==> src/rtl/seq_divider.sv <==
// Restoring integer divider, one quotient bit per clock; done pulses WIDTH+2 cycles after start.
// Build option SEQ_DIVIDER_SIGNED_EN enables signed_mode and the overflow flag (else unsigned only).
module seq_divider #(
   parameter int WIDTH = 8,
   parameter int CNT_W = $clog2(WIDTH + 1)
) (
   input  logic             clk,
   input  logic             rst_n,
   input  logic             start,
   input  logic             signed_mode,
   input  logic [WIDTH-1:0] dividend,
   input  logic [WIDTH-1:0] divisor,
   output logic             busy,
   output logic             done,
   output logic [WIDTH-1:0] quotient,
   output logic [WIDTH-1:0] remainder,
   output logic             div_by_zero,
   output logic             overflow
);

   typedef enum logic [1:0] {
      IDLE = 2'd0,
      RUN  = 2'd1,
      FIX  = 2'd2
   } state_t;

   localparam logic [CNT_W-1:0] CNT_INIT = CNT_W'(WIDTH);
   localparam logic [CNT_W-1:0] CNT_LAST = CNT_W'(1);

   state_t           state;
   state_t           state_nxt;

   logic [WIDTH-1:0] rem_r;
   logic [WIDTH-1:0] quo_r;
   logic [WIDTH-1:0] dvs_mag;
   logic [CNT_W-1:0] cnt;
   logic             dz_pend;

   logic             divisor_zero;
   logic [WIDTH-1:0] dvd_mag_in;
   logic [WIDTH-1:0] dvs_mag_in;
   logic [WIDTH:0]   shifted;
   logic [WIDTH:0]   diff;
   logic             accept;

   assign accept       = (state == IDLE) && start;
   assign divisor_zero = (divisor == '0);
   assign busy         = (state != IDLE);

`ifdef SEQ_DIVIDER_SIGNED_EN
   localparam logic [WIDTH-1:0] MIN_VAL = {1'b1, {(WIDTH-1){1'b0}}};

   logic             q_neg;
   logic             r_neg;
   logic             ov_pend;
   logic             dvd_is_neg;
   logic             dvs_is_neg;
   logic [WIDTH-1:0] dvd_negated;
   logic [WIDTH-1:0] dvs_negated;
   logic [WIDTH-1:0] quo_fixed;
   logic [WIDTH-1:0] rem_fixed;

   assign dvd_is_neg  = signed_mode && dividend[WIDTH-1];
   assign dvs_is_neg  = signed_mode && divisor[WIDTH-1];
   assign dvd_negated = -dividend;
   assign dvs_negated = -divisor;
   // MIN negates to itself, which is still the correct unsigned magnitude.
   assign dvd_mag_in  = dvd_is_neg ? dvd_negated : dividend;
   assign dvs_mag_in  = dvs_is_neg ? dvs_negated : divisor;
   assign quo_fixed   = q_neg ? -quo_r : quo_r;
   assign rem_fixed   = r_neg ? -rem_r : rem_r;
`else
   logic unused_signed_mode;

   assign unused_signed_mode = signed_mode;
   assign dvd_mag_in         = dividend;
   assign dvs_mag_in         = divisor;
   assign overflow           = 1'b0;
`endif

   // Trial subtraction at WIDTH+1 bits; bit WIDTH is the borrow.
   assign shifted = {rem_r, quo_r[WIDTH-1]};
   assign diff    = shifted - {1'b0, dvs_mag};

   always_ff @(posedge clk) begin
      if (!rst_n) begin
         state <= IDLE;
      end else begin
         state <= state_nxt;
      end
   end

   always_comb begin
      state_nxt = state;
      case (state)
         IDLE: begin
            if (start) begin
               state_nxt = divisor_zero ? FIX : RUN;
            end
         end
         RUN: begin
            if (cnt == CNT_LAST) begin
               state_nxt = FIX;
            end
         end
         FIX: begin
            state_nxt = IDLE;
         end
         default: begin
            state_nxt = IDLE;
         end
      endcase
   end

   always_ff @(posedge clk) begin
      if (!rst_n) begin
         rem_r       <= '0;
         quo_r       <= '0;
         dvs_mag     <= '0;
         cnt         <= '0;
         dz_pend     <= 1'b0;
         done        <= 1'b0;
         quotient    <= '0;
         remainder   <= '0;
         div_by_zero <= 1'b0;
      end else begin
         done <= (state == FIX);
         if (accept) begin
            rem_r       <= '0;
            // On divide-by-zero quo_r carries the raw dividend straight to remainder.
            quo_r       <= divisor_zero ? dividend : dvd_mag_in;
            dvs_mag     <= dvs_mag_in;
            cnt         <= CNT_INIT;
            dz_pend     <= divisor_zero;
            div_by_zero <= 1'b0;
         end else if (state == RUN) begin
            if (!diff[WIDTH]) begin
               rem_r <= diff[WIDTH-1:0];
               quo_r <= {quo_r[WIDTH-2:0], 1'b1};
            end else begin
               rem_r <= shifted[WIDTH-1:0];
               quo_r <= {quo_r[WIDTH-2:0], 1'b0};
            end
            cnt <= cnt - CNT_LAST;
         end else if (state == FIX) begin
            if (dz_pend) begin
               quotient    <= '1;
               remainder   <= quo_r;
               div_by_zero <= 1'b1;
            end else begin
`ifdef SEQ_DIVIDER_SIGNED_EN
               quotient  <= quo_fixed;
               remainder <= rem_fixed;
`else
               quotient  <= quo_r;
               remainder <= rem_r;
`endif
            end
         end
      end
   end

`ifdef SEQ_DIVIDER_SIGNED_EN
   always_ff @(posedge clk) begin
      if (!rst_n) begin
         q_neg    <= 1'b0;
         r_neg    <= 1'b0;
         ov_pend  <= 1'b0;
         overflow <= 1'b0;
      end else if (accept) begin
         q_neg    <= dvd_is_neg ^ dvs_is_neg;
         r_neg    <= dvd_is_neg;
         ov_pend  <= signed_mode && (dividend == MIN_VAL) && (divisor == '1);
         overflow <= 1'b0;
      end else if (state == FIX) begin
         overflow <= ov_pend && !dz_pend;
      end
   end
`endif

endmodule

==> config.mk <==
export PLATFORM = sky130hd
export DESIGN_NAME = seq_divider
export DESIGN_NICKNAME = d
export VERILOG_FILES = /design/src/rtl/seq_divider.sv
export SDC_FILE = /design/constraint.sdc
export NUM_CORES = 1
export LEC_CHECK = 0
export CAP_MARGIN = 20
export CELL_PAD_IN_SITES_DETAIL_PLACEMENT = 1
export CELL_PAD_IN_SITES_GLOBAL_PLACEMENT = 2
export CORE_MARGIN = 4
export CORE_UTILIZATION = 29
export CTS_CLUSTER_DIAMETER = 50
export DETAILED_ROUTE_END_ITERATION = 16
export GPL_TIMING_DRIVEN = 0
export PLACE_DENSITY = 0.76
export SLEW_MARGIN = 20
export SYNTH_ARGS = -nofsm -noshare
export SYNTH_HDL_FRONTEND = slang
export SYNTH_SLANG_ARGS = --single-unit
==> constraint.sdc <==
create_clock -name clk -period 2.28 [get_ports clk]
set_input_delay 0.228 -clock clk [delete_from_list [all_inputs] [get_ports clk]]
set_output_delay 0.228 -clock clk [all_outputs]
set_load 0.005 [all_outputs]
Word-level counts from Yosys, hierarchy flattened
Cells that the tools add are included.
{"block": "word_totals", "inputBits": 20, "register_bits": 49, "elab_cells": 42, "out_inout_bits": 20}
{"block": "classes", "n_reduce_logical": 9, "addsub": 2, "bitwise_logic": 3, "n_mux": 12, "n_eq_ne": 5}
{"cell": "$mux 8", "n": 5}
{"cell": "$sub 9x8->9", "n": 1}
{"cell": "$logic_not 8->1", "n": 1}
{"cell": "$mux 4", "n": 2}
{"cell": "$mux 2", "n": 3}
{"cell": "$reduce_and 3->1", "n": 2}
{"cell": "$eq 4x1->1 const B", "n": 1}
{"cell": "$ne 2x2->1 const B", "n": 2}
{"cell": "$pmux 2 s2", "n": 1}
{"cell": "$reduce_bool 2->1", "n": 2}
{"cell": "$sub 4x1->4 const B", "n": 1}
{"cell": "$not 1->1", "n": 3}
{"cell": "$eq 2x1->1 const B", "n": 1}
{"cell": "$eq 2x2->1 const B", "n": 1}
{"cell": "$logic_not 2->1", "n": 1}
{"cell": "$reduce_and 2->1", "n": 1}
{"cell": "$reduce_or 2->1", "n": 1}
{"cell": "$logic_and 1x1->1", "n": 1}
{"cell": "$mux 1", "n": 1}

Logic depth before layout (Yosys ltp)
Gate-level depths: netlist (run 1).
{"block": "logic_depth", "depth_word": 4, "depth_mapped": 10, "mapped_depth_nobuf": 9}

Worst setup path before layout (run 1)
No wires, ideal clock.
{"block": "synth_timing", "path_kind": "register -> register", "startpoint": "register quo_r[7]", "endpoint": "register rem_r[3]", "t_arrival_ps": 2141, "period_less_slack_ps": 2260, "setup_ps": 120, "t_required_ps": 2160, "stages_incl_launch_ff": 11, "path_buffers": 1, "setup_slack_ps": 20, "cell_sequence": "dfxtp_1 inv_1 ha_1 fa_1 and2b_1 o2111ai_2 and3_1 nor3_2 buf_6 mux2i_1 a21oi_1"}
{"block": "synth_via", "elab_chain_len": 2}
{"element": "from (decl)", "line": "34", "rtl": "logic [WIDTH-1:0] quo_r;"}
{"element": "from (signal assigned)", "line": "131", "rtl": "quo_r <= divisor_zero ? dividend : dvd_mag_in;"}
{"element": "from (signal assigned)", "line": "139", "rtl": "quo_r <= {quo_r[WIDTH-2:0], 1'b1};"}
{"element": "from (signal assigned)", "line": "142", "rtl": "quo_r <= {quo_r[WIDTH-2:0], 1'b0};"}
{"element": "$sub 9x8->9", "line": "83", "rtl": "assign diff = shifted - {1'b0, dvs_mag};"}
{"element": "$mux 8", "line": "137", "rtl": "if (!diff[WIDTH]) begin"}
{"element": "to (signal assigned)", "line": "138", "rtl": "rem_r <= diff[WIDTH-1:0];"}
{"element": "to (signal assigned)", "line": "141", "rtl": "rem_r <= shifted[WIDTH-1:0];"}
{"element": "to (decl)", "line": "33", "rtl": "logic [WIDTH-1:0] rem_r;"}
Every way passes these cells.
A chain may end at the register's enable or synchronous reset.

Worst setup path in the final report (run 1)
{"block": "layout_timing", "startpoint": "register quo_r[7]", "endpoint": "register rem_r[6]"}
Same word-level chain as after synthesis.

==> results.py, run 1 <==
metrics = {
    "run_status": {
        "run_status": "completed",
    },
    "clock_tree": {
        "ctsRootBufferMaster": "sky130_fd_sc_hd__clkbuf_8",
        "clk_pin_slew_ns": 0.08,
        "clock_insertion_delay_worst_skew_ns": 0.31,
        "tritoncts.num_buffers": 5,
        "ctsLongestPathBuffers": 2,
        "tritoncts": "yes",
        "h-tree-depth": 2,
        "cts_num_sinks": 49,
    },
    "worst_setup_path": {
        "critical_path_depth": 10,
        "critical_path.cell_chain": "inv_2 -> ha_4 -> fa_2 -> and2b_2 -> o2111ai_4 -> and3_4 -> nor3_4 -> buf_6 -> mux2i_1 -> a21oi_1",
        "critical_path.max_stage_delay_ns": 0.35,
        "crit_path_start": "quo_r[7]",
        "r2r-start": "quo_r[7]",
        "timing.critical_path.max_delay_family": "simple AND/OR/NAND/NOR gates",
        "cp_data_arrival_time_ns": 2.47,
        "critical_path.startpoint_type": "register",
        "ff2ff_path_depth": 10,
        "cp_capture_type": "register",
        "worst_path_cell_with_the_longest_stage_delay": "sky130_fd_sc_hd__dfxtp_2",
        "cp.required_ns": 2.47,
        "critical_path_class": "register to register",
        "worstPathMaxFanout": 5,
        "cp.buffers_inverters": 2,
    },
    "place": {
        "place_congestion": 0.782,
        "placed_cells": 434,
        "port_buffers": 37,
        "dpl.hpwl_um": 5370,
    },
    "hold_path": {
        "hp-class": "register to register",
        "hold_start": "dvs_mag[4]",
        "worstHoldPathCells": 2,
    },
    "timing": {
        "achievable-frequency_mhz": 439,
        "setup_violations": 0,
        "period_minus_slack_ns": 2.28,
        "fin_hold_ws_ns": 0.469,
        "finalHoldViolations": 0,
        "max_slew.worst_pin.slew_ns": 0.632,
        "slew_violations": 0,
        "timing.clock.skew_ns": 0.0147,
        "grt_setup_unrepaired": "yes",
        "period_share_pct": 100,
        "relSlewSlack_pct": 57.9,
    },
    "logic_synthesis": {
        "ys_seq_elements": 49,
        "synth_nets": 323,
        "synthArstFlopShare_pct": 0,
        "netlist_instances": 292,
        "yosysUniqueCellTypes": 45,
        "synthesis_warning_total": 0,
        "summed_instance_area_of_the_synthesized_netlist_mm2": 0.00251,
        "netlist_top_cells_area": "sky130_fd_sc_hd__dfxtp_1 (39%), sky130_fd_sc_hd__nand2_1 (7.6%), sky130_fd_sc_hd__o211a_1 (6.4%)",
        "synth_enable_flop_cells": 0,
        "main_flop_type_after_synthesis": "sky130_fd_sc_hd__dfxtp_1",
        "synth_top_cell_by_area": "sky130_fd_sc_hd__dfxtp_1",
        "register_area_share_after_synthesis_pct": 39.1,
        "yosys.area.top_type_share_pct": 39.1,
        "syn_avg_cell_area_um2": 8.60,
    },
    "floorplan": {
        "dieWidth_um": 101,
        "initial_utilization_pct": 30.3,
        "floorplan.die.height_um": 101,
        "floorplan.die_area_mm2": 0.0102,
        "ports_placed_on_the_boundary": 40,
        "core_mm2": 0.00830,
        "num_rows": 33,
    },
    "global_routing": {
        "gr-usage-all-layers_pct": 14.2,
        "grt_first_pass_wirelength_um": 11400,
        "grt_pass1_vias": 2235,
        "grt_start_max_net_pins": 15,
        "total_global_routing_overflow": 0,
        "antenna_found_initial": 0,
    },
    "route": {
        "final_antenna_net_count": 0,
        "wl_um": 6900,
        "via_count": 2194,
        "post_drt_wl_per_cell_um": 15.4,
        "drt_first_pass_iters": 6,
        "drc": 0,
        "avgViaCountPerCell": 4.90,
        "drtIter0Drc": 61,
    },
    "layout": {
        "utilization_pct": 38.8,
        "num-nets-final": 374,
        "insertedDiodeCount": 0,
        "final_cells": 448,
        "areaGrowthSynthToFinish_pct": 28.4,
        "layout-drive-gt1-share_pct": 8.75,
    },
    "pwr": {
        "power.static_leakage_nw": 1.34,
        "p_per_area_mw_per_mm2": 656,
        "vdd_drop_max_v": 0.000267,
    },
    "run": {
        "timing.max_cap.violations": 0,
    },
}
worst register-to-register path: stages, from the launching register on:
cell and delay (ns):
sky130_fd_sc_hd__dfxtp_2 0.35, sky130_fd_sc_hd__inv_2 0.05, sky130_fd_sc_hd__ha_4 0.16, sky130_fd_sc_hd__fa_2 0.33, sky130_fd_sc_hd__and2b_2 0.26, sky130_fd_sc_hd__o2111ai_4 0.13, sky130_fd_sc_hd__and3_4 0.21, sky130_fd_sc_hd__nor3_4 0.24
sky130_fd_sc_hd__buf_6 0.17, sky130_fd_sc_hd__mux2i_1 0.19, sky130_fd_sc_hd__a21oi_1 0.08
per-layer routing:
metal	GRT usage [%]	wire length (µm)	vias to the layer above
li1	-	-	1122
met1	20.3	3520	1041
met2	22.0	3130	25
met3	2.91	187	6
met4	2.76	55	0
met5	0	0	-
cell usage in the layout, fill, tap and decap left out, drive strengths merged, types with 2 or more instances in the layout:
| cell type | netlist | layout |
|---|---|---|
| a21oi | 11 | 11 |
| a21boi | 19 | 19 |
| ha | 10 | 10 |
| or4 | 2 | 2 |
| inv | 13 | 13 |
| and2 | 3 | 3 |
| buf | 5 | 12 |
| a22oi | 8 | 8 |
| clkdlybuf4s50 | 0 | 37 |
| clkbuf | 15 | 20 |
| o211a | 16 | 16 |
| nor3 | 5 | 5 |
| xnor2 | 4 | 4 |
| xor2 | 2 | 2 |
| o311ai | 2 | 2 |
| mux2i | 13 | 13 |
| o21a | 4 | 4 |
| nand3 | 6 | 6 |
| o21ai | 9 | 9 |
| dfxtp | 49 | 49 |
| nor4 | 3 | 3 |
| nand2b | 2 | 2 |
| nand2 | 51 | 51 |
| nor2b | 3 | 3 |
| o22ai | 2 | 2 |
| nor2 | 20 | 20 |
state kept, by name (all words and copies together), names as in the netlist:
name / cells
cnt: 4
rem_r: 8
dz_pend: 1
state: 2
quotient: 8
remainder: 8
done: 1
div_by_zero: 1
quo_r: 8
dvs_mag: 8
final cells by class:
type,instances,area (µm²)
timing repair buffer,44,423
buffer,20,105
clock inverter,2,35.0
sequential,49,982
clock buffer,5,68.8
multi-input combinational,210,1430
fill,987,5080
tap,105,131
inverter,13,48.8
per-stage QoR:
stage / power (W) / TNS, ns / cell area [µm²] / setup slack, ns
finish: 0.00211 / 0 / 3220 / 0.00106
global route: 0.00223 / -0.725 / 3220 / -0.150
CTS: 0.00209 / -0.300 / 3170 / -0.0553
detailed placement: 0.00145 / -2.88 / 3010 / -0.385
global placement: 0.00144 / -2.75 / 3010 / -0.387
floorplan: 0.00130 / 0 / 2510 / 0.0197
worst paths after layout:
| check | endpoint | slack, ns |
|---|---|---|
| setup / recovery | rem_r[6] | 0.001 |
| hold / removal | dvs_mag[4] | 0.47 |
| setup reg to reg | rem_r[6] | 0.001 |
| hold reg to reg | dvs_mag[4] | 0.47 |
what timing repair did:
action,4_1_cts,5_1_grt
pin swaps,8,9
endpoints found under the setup margin,9,9
cloned,1,0
resized for setup,7,9
setup buffers,3,3
endpoints found under the hold margin,0,0
hold buffers,0,0
cells by family (layout without fill, tap and decap cells):
kind of cell	after synthesis	count (layout)	share of synthesized area, %
flops	49	49	39.1
fa+ha+maj	11	11	5.78
simple gates	100	100	17.9
buf+inv	33	84	6.13
mux	13	13	5.18
compound gates	79	79	23.7
xor+xnor	6	6	2.09
other cells	1	1	0.149
where the power goes:
group	leakage (nW)	internal [W]	switching (W)
clock network	0.0540	0.000320	0.000297
registers	0.399	0.000898	0.0000432
logic	0.889	0.000275	0.000281
synthesized netlist by cell type, drive strengths merged (3+ instances only):
cell type / count
nand2: 51
dfxtp: 49
nor2: 20
a21boi: 19
o211a: 16
clkbuf: 15
inv: 13
mux2i: 13
a21oi: 11
ha: 10
o21ai: 9
a22oi: 8
nand3: 6
buf: 5
nor3: 5
o21a: 4
xnor2: 4
and2: 3
nor2b: 3
nor4: 3
(Power assumes the default switching activity.)
==> run 2: changes to the inputs <==
==> constraint.sdc (replaced) <==
create_clock -name clk -period 1.9 [get_ports clk]
set_input_delay 0.19 -clock clk [delete_from_list [all_inputs] [get_ports clk]]
set_output_delay 0.19 -clock clk [all_outputs]
set_load 0.005 [all_outputs]
==> run 2 against run 1 <==
Largest power group unchanged. Sequential share of layout area fell by 0.47 points. Die area did not move. Worst hold slack lost 0.0056 ns. The run now ends with negative setup slack left. Via count grew 1.5%. Non-clock buffer count rose by 2. Sequential power is 20% higher. Wire length is 4.1% higher. Clock-buffer cell count up 2. Clock skew is 0.010 ns lower. Highest routed layer unchanged. Global-route usage increased by 0.77 points. Sequential cell count unchanged.
==> results.py, run 2 (synthesis results as in run 1) <==
metrics = {
    "global_routing": {
        "grt_start_max_net_pins": 15,
        "grt_first_pass_wirelength_um": 11900,
        "grt_pass1_vias": 2303,
        "gr-usage-all-layers_pct": 14.9,
        "total_global_routing_overflow": 0,
        "antenna_found_initial": 0,
    },
    "run": {
        "timing.max_cap.violations": 0,
    },
    "worst_setup_path": {
        "cp.required_ns": 2.09,
        "critical_path.max_stage_delay_ns": 0.35,
        "worstPathMaxFanout": 5,
        "cp.buffers_inverters": 2,
        "critical_path.startpoint_type": "register",
        "worst_path_cell_with_the_longest_stage_delay": "sky130_fd_sc_hd__dfxtp_2",
        "cp_capture_type": "register",
        "critical_path_class": "register to register",
        "critical_path.cell_chain": "inv_2 -> ha_4 -> fa_2 -> and2b_2 -> o2111ai_4 -> and3_4 -> nor3_4 -> buf_6 -> mux2i_2 -> a21oi_1",
        "cp_data_arrival_time_ns": 2.48,
        "timing.critical_path.max_delay_family": "simple AND/OR/NAND/NOR gates",
    },
    "route": {
        "avgViaCountPerCell": 4.94,
        "final_antenna_net_count": 0,
        "wire_length_on_met3_um": 203,
        "drt_first_pass_iters": 4,
        "via_count": 2227,
        "drtIter0Drc": 55,
        "met2RoutedLength_um": 3340,
        "wl_um": 7180,
        "detail_route.wirelength.met1_um": 3560,
        "highest-signal-layer": "met4",
        "post_drt_wl_per_cell_um": 15.9,
        "drc": 0,
    },
    "run_status": {
        "failed_checks": "negative setup slack",
        "run_status": "complete, but fails checks",
    },
    "floorplan": {
        "num_rows": 33,
        "initial_utilization_pct": 30.3,
        "core_mm2": 0.00830,
        "floorplan.die_area_mm2": 0.0102,
        "ports_placed_on_the_boundary": 40,
        "floorplan.die.height_um": 101,
        "dieWidth_um": 101,
    },
    "pwr": {
        "seq_power_share_pct": 42.9,
        "vdd_drop_max_v": 0.000348,
        "net-switching-power_w": 0.000773,
        "part_of_the_total_power_dissipated_in_the_clock_network_pct": 29.9,
        "netSwitchingFraction_pct": 29.3,
        "power.static_leakage_nw": 1.37,
        "cell_internal_pwr_w": 0.00187,
        "combinationalPowerShare_pct": 27.2,
        "p_per_area_mw_per_mm2": 806,
    },
    "layout": {
        "areaGrowthSynthToFinish_pct": 30.3,
        "utilization_pct": 39.4,
        "num-nets-final": 376,
        "layout-drive-gt1-share_pct": 11.6,
        "insertedDiodeCount": 0,
        "layout.cells.most_common": "sky130_fd_sc_hd__nand2_1",
        "final_cell_mix": "sky130_fd_sc_hd__nand2_1 (49), sky130_fd_sc_hd__dfxtp_1 (48), sky130_fd_sc_hd__clkdlybuf4s50_1 (37)",
    },
    "timing": {
        "grt_setup_unrepaired": "yes",
        "worst_setup_margin_ns": -0.385,
        "period_minus_slack_ns": 2.28,
        "max_slew.worst_pin.slew_ns": 0.638,
        "achievable-frequency_mhz": 438,
        "finalHoldViolations": 0,
        "fin_hold_ws_ns": 0.463,
        "slew_violations": 0,
        "timing.clock.skew_ns": 0.00455,
        "relSlewSlack_pct": 57.5,
        "period_share_pct": 120,
        "setup_violations": 9,
    },
    "clock_tree": {
        "ctsLongestPathBuffers": 2,
        "ctsRootBufferMaster": "sky130_fd_sc_hd__clkbuf_8",
        "tritoncts.num_buffers": 5,
        "clk_pin_slew_ns": 0.09,
        "clock_insertion_delay_worst_skew_ns": 0.31,
        "tritoncts": "yes",
        "h-tree-depth": 2,
        "cts_num_sinks": 49,
    },
    "place": {
        "place_congestion": 0.792,
        "port_buffers": 37,
        "dpl.hpwl_um": 5440,
        "pre_cts_ws_ns": -0.551,
    },
    "hold_path": {
        "hp-class": "input port to register",
    },
}
==> run 2: layout make-up <==
type,instances,area (µm²)
clock inverters,1,30.0
flip-flops and latches,49,982
clock buffers,7,86.3
inverters,13,48.8
well taps,105,131
fillers,1008,5030
repair buffers,46,439
multi-input cells,210,1450
plain buffers,20,106
==> run 2: repair_timing <==
action,4_1_cts,5_1_grt
setup endpoints to repair,9,15
resized for setup,7,11
buffers inserted,6,2
cloned,1,0
hold buffers,0,0
pin swaps,7,5
==> run 2: metal layers <==
metal	vias to the layer above	global-route usage, %
met4	0	3.37
met3	7	3.25
met1	1069	20.9
met2	24	23.5
li1	1127	-
met5	-	0
==> run 2: worst paths after layout <==
kind                    from  depth (start not counted)  slack [ns]          to
setup / recovery    quo_r[7]                         10       -0.38    rem_r[3]
hold reg to reg   dvs_mag[2]                          2        0.47  dvs_mag[2]
setup reg to reg    quo_r[7]                         10       -0.38    rem_r[3]
hold / removal    divisor[6]                          3        0.46  dvs_mag[6]
==> run 2: per-stage QoR <==
step           area, µm²  TNS (ns)  total power, W  std cells
2_1_floorplan       2530     -1.61         0.00156        292
4_1_cts             3220     -3.46         0.00262        449
3_3_place_gp        3030     -4.22         0.00174        434
6_report            3270     -3.00         0.00264        451
5_1_grt             3270     -4.08         0.00280        451
3_5_place_dp        3030     -4.49         0.00175        434
==> run 2: power groups by stage <==
stage | clock (W) | sequential [W] | combinational, W
floorplan | 0 | 0.00114 | 0.000424
global placement | 0 | 0.00116 | 0.000585
detailed placement | 0 | 0.00116 | 0.000596
CTS | 0.000812 | 0.00113 | 0.000676
global route | 0.000857 | 0.00114 | 0.000796
finish | 0.000788 | 0.00113 | 0.000718
==> run 2: worst min-delay path: stages <==
cell and delay (ns):
sky130_fd_sc_hd__clkdlybuf4s50_1 0.42, sky130_fd_sc_hd__nand2_1 0.06, sky130_fd_sc_hd__a21boi_0 0.06
==> run 3: changes to the inputs <==
--- a/config.mk
+++ b/config.mk
@@ -14,6 +14,7 @@
 export DETAILED_ROUTE_END_ITERATION = 16
 export GPL_TIMING_DRIVEN = 0
 export PLACE_DENSITY = 0.76
+export SKIP_CTS_REPAIR_TIMING = 1
 export SLEW_MARGIN = 20
 export SYNTH_ARGS = -nofsm -noshare
 export SYNTH_HDL_FRONTEND = slang
==> run 3 against run 2 <==
The run still ends with negative setup slack left. Maximum frequency down 3.0%. Via count down 0.63%. Wire length down 1.9%. Clock-buffer cell count unchanged. Register-to-register slack worse by 0.07 ns. Cell count down 1.1%. Clock skew about the same. Utilization down 0.65 points. Global-route usage down 0.30 points. Worst hold slack worse by 0.0010 ns. Die area unchanged. Critical endpoint is now rem_r[5]. Largest power group unchanged. Highest routed layer unchanged.
==> results.py, run 3 (synthesis results as in run 1) <==
metrics = {
    "timing": {
        "grt_setup_unrepaired": "yes",
        "setup_violations": 9,
        "max_slew.worst_pin.slew_ns": 0.650,
        "timing.clock.skew_ns": 0.00499,
        "achievable-frequency_mhz": 425,
        "period_minus_slack_ns": 2.36,
        "relSlewSlack_pct": 56.7,
        "slew_violations": 0,
        "worst_setup_margin_ns": -0.455,
        "period_share_pct": 124,
        "finalHoldViolations": 0,
    },
    "place": {
        "pre_cts_ws_ns": -0.551,
        "port_buffers": 37,
        "dpl.hpwl_um": 5440,
        "place_congestion": 0.792,
    },
    "worst_setup_path": {
        "cp_capture_type": "register",
        "cp.required_ns": 2.10,
        "worstPathMaxFanout": 8,
        "r2r-start": "quo_r[7]",
        "crit_path_start": "quo_r[7]",
        "critical_path.startpoint_type": "register",
        "critical_path_class": "register to register",
        "cp_data_arrival_time_ns": 2.55,
    },
    "clock_tree": {
        "cts_num_sinks": 49,
        "ctsLongestPathBuffers": 2,
        "h-tree-depth": 2,
        "tritoncts": "yes",
        "clock_insertion_delay_worst_skew_ns": 0.31,
        "clk_pin_slew_ns": 0.09,
        "tritoncts.num_buffers": 5,
        "ctsRootBufferMaster": "sky130_fd_sc_hd__clkbuf_8",
    },
    "global_routing": {
        "grt_pass1_vias": 2248,
        "total_global_routing_overflow": 0,
        "grt_start_max_net_pins": 15,
        "gr-usage-all-layers_pct": 14.6,
        "antenna_found_initial": 0,
        "grt_first_pass_wirelength_um": 11700,
    },
    "floorplan": {
        "floorplan.die.height_um": 101,
        "floorplan.die_area_mm2": 0.0102,
        "num_rows": 33,
        "dieWidth_um": 101,
        "core_mm2": 0.00830,
        "ports_placed_on_the_boundary": 40,
        "initial_utilization_pct": 30.3,
    },
    "route": {
        "final_antenna_net_count": 0,
        "via_count": 2213,
        "post_drt_wl_per_cell_um": 15.8,
        "drt_first_pass_iters": 4,
        "drc": 0,
        "wl_um": 7040,
        "drtIter0Drc": 45,
        "avgViaCountPerCell": 4.96,
    },
    "layout": {
        "layout.cells.most_common": "sky130_fd_sc_hd__nand2_1",
        "areaGrowthSynthToFinish_pct": 28.2,
        "num-nets-final": 371,
        "insertedDiodeCount": 0,
        "final_cell_mix": "sky130_fd_sc_hd__nand2_1 (51), sky130_fd_sc_hd__dfxtp_1 (48), sky130_fd_sc_hd__clkdlybuf4s50_1 (37)",
        "layout-drive-gt1-share_pct": 7.92,
    },
    "pwr": {
        "report.power.total_w": 0.00260,
        "vdd_drop_max_v": 0.000348,
        "power.static_leakage_nw": 1.34,
        "p_per_area_mw_per_mm2": 808,
    },
    "run_status": {
        "run_status": "complete, but fails checks",
        "failed_checks": "negative setup slack",
    },
    "run": {
        "timing.max_cap.violations": 0,
    },
    "hold_path": {
        "hp-class": "input port to register",
        "hold_start": "divisor[6]",
    },
}
## run 3: cell types whose count changed in the layout (fill, tap and decap cells not counted), sizes merged
cell	previous run	this run
buf	13	8
## run 3: final timing paths
| check | endpoint | slack (ns) | cells after the start |
|---|---|---|---|
| max reg2reg | rem_r[5] | -0.46 | 10 |
| min reg2reg | dvs_mag[2] | 0.47 | 2 |
| max | rem_r[5] | -0.46 | 10 |
| min | dvs_mag[6] | 0.46 | 3 |
## run 3: critical path, cell delays in order, from the launching register on
cell and delay, ns:
sky130_fd_sc_hd__dfxtp_2 0.37, sky130_fd_sc_hd__inv_2 0.06, sky130_fd_sc_hd__ha_4 0.16, sky130_fd_sc_hd__fa_2 0.35, sky130_fd_sc_hd__and2b_2 0.26, sky130_fd_sc_hd__o2111ai_4 0.13
sky130_fd_sc_hd__and3_4 0.21, sky130_fd_sc_hd__nor3_4 0.24, sky130_fd_sc_hd__buf_6 0.19, sky130_fd_sc_hd__mux2i_1 0.21, sky130_fd_sc_hd__a21oi_1 0.08
## run 3: cell type report
| cell class | count | area, µm² |
|---|---|---|
| fillers | 1013 | 5080 |
| multi-input cells | 210 | 1420 |
| flip-flops and latches | 49 | 982 |
| repair buffers | 41 | 413 |
| well taps | 105 | 131 |
| plain buffers | 20 | 106 |
| clock buffers | 7 | 86.3 |
| inverters | 13 | 48.8 |
| clock inverters | 1 | 30.0 |
## run 3: layer usage
layer	vias up	wire length, µm	GRT usage (%)
met1	1067	3490	20.6
met5	-	0	0
met3	7	202	3.25
met4	0	83	3.37
met2	24	3270	22.8
li1	1115	-	-
## run 3: per-stage QoR
stage          instances  area [µm²]  hold WS, ns  TNS, ns  utilization (%)
5_1_grt              446        3220        0.453    -4.66             38.8
2_1_floorplan        292        2530        0.335    -1.61                -
3_3_place_gp         434        3030        0.456    -4.22             36.5
6_report             446        3220        0.462    -3.74             38.8
4_1_cts              442        3150        0.457    -4.67             37.9
3_5_place_dp         434        3030        0.464    -4.49             36.5
## run 3: power breakdown
part           internal, W  switching, W
Sequential         0.00108     0.0000546
Combinational     0.000340      0.000338
Clock             0.000430      0.000359
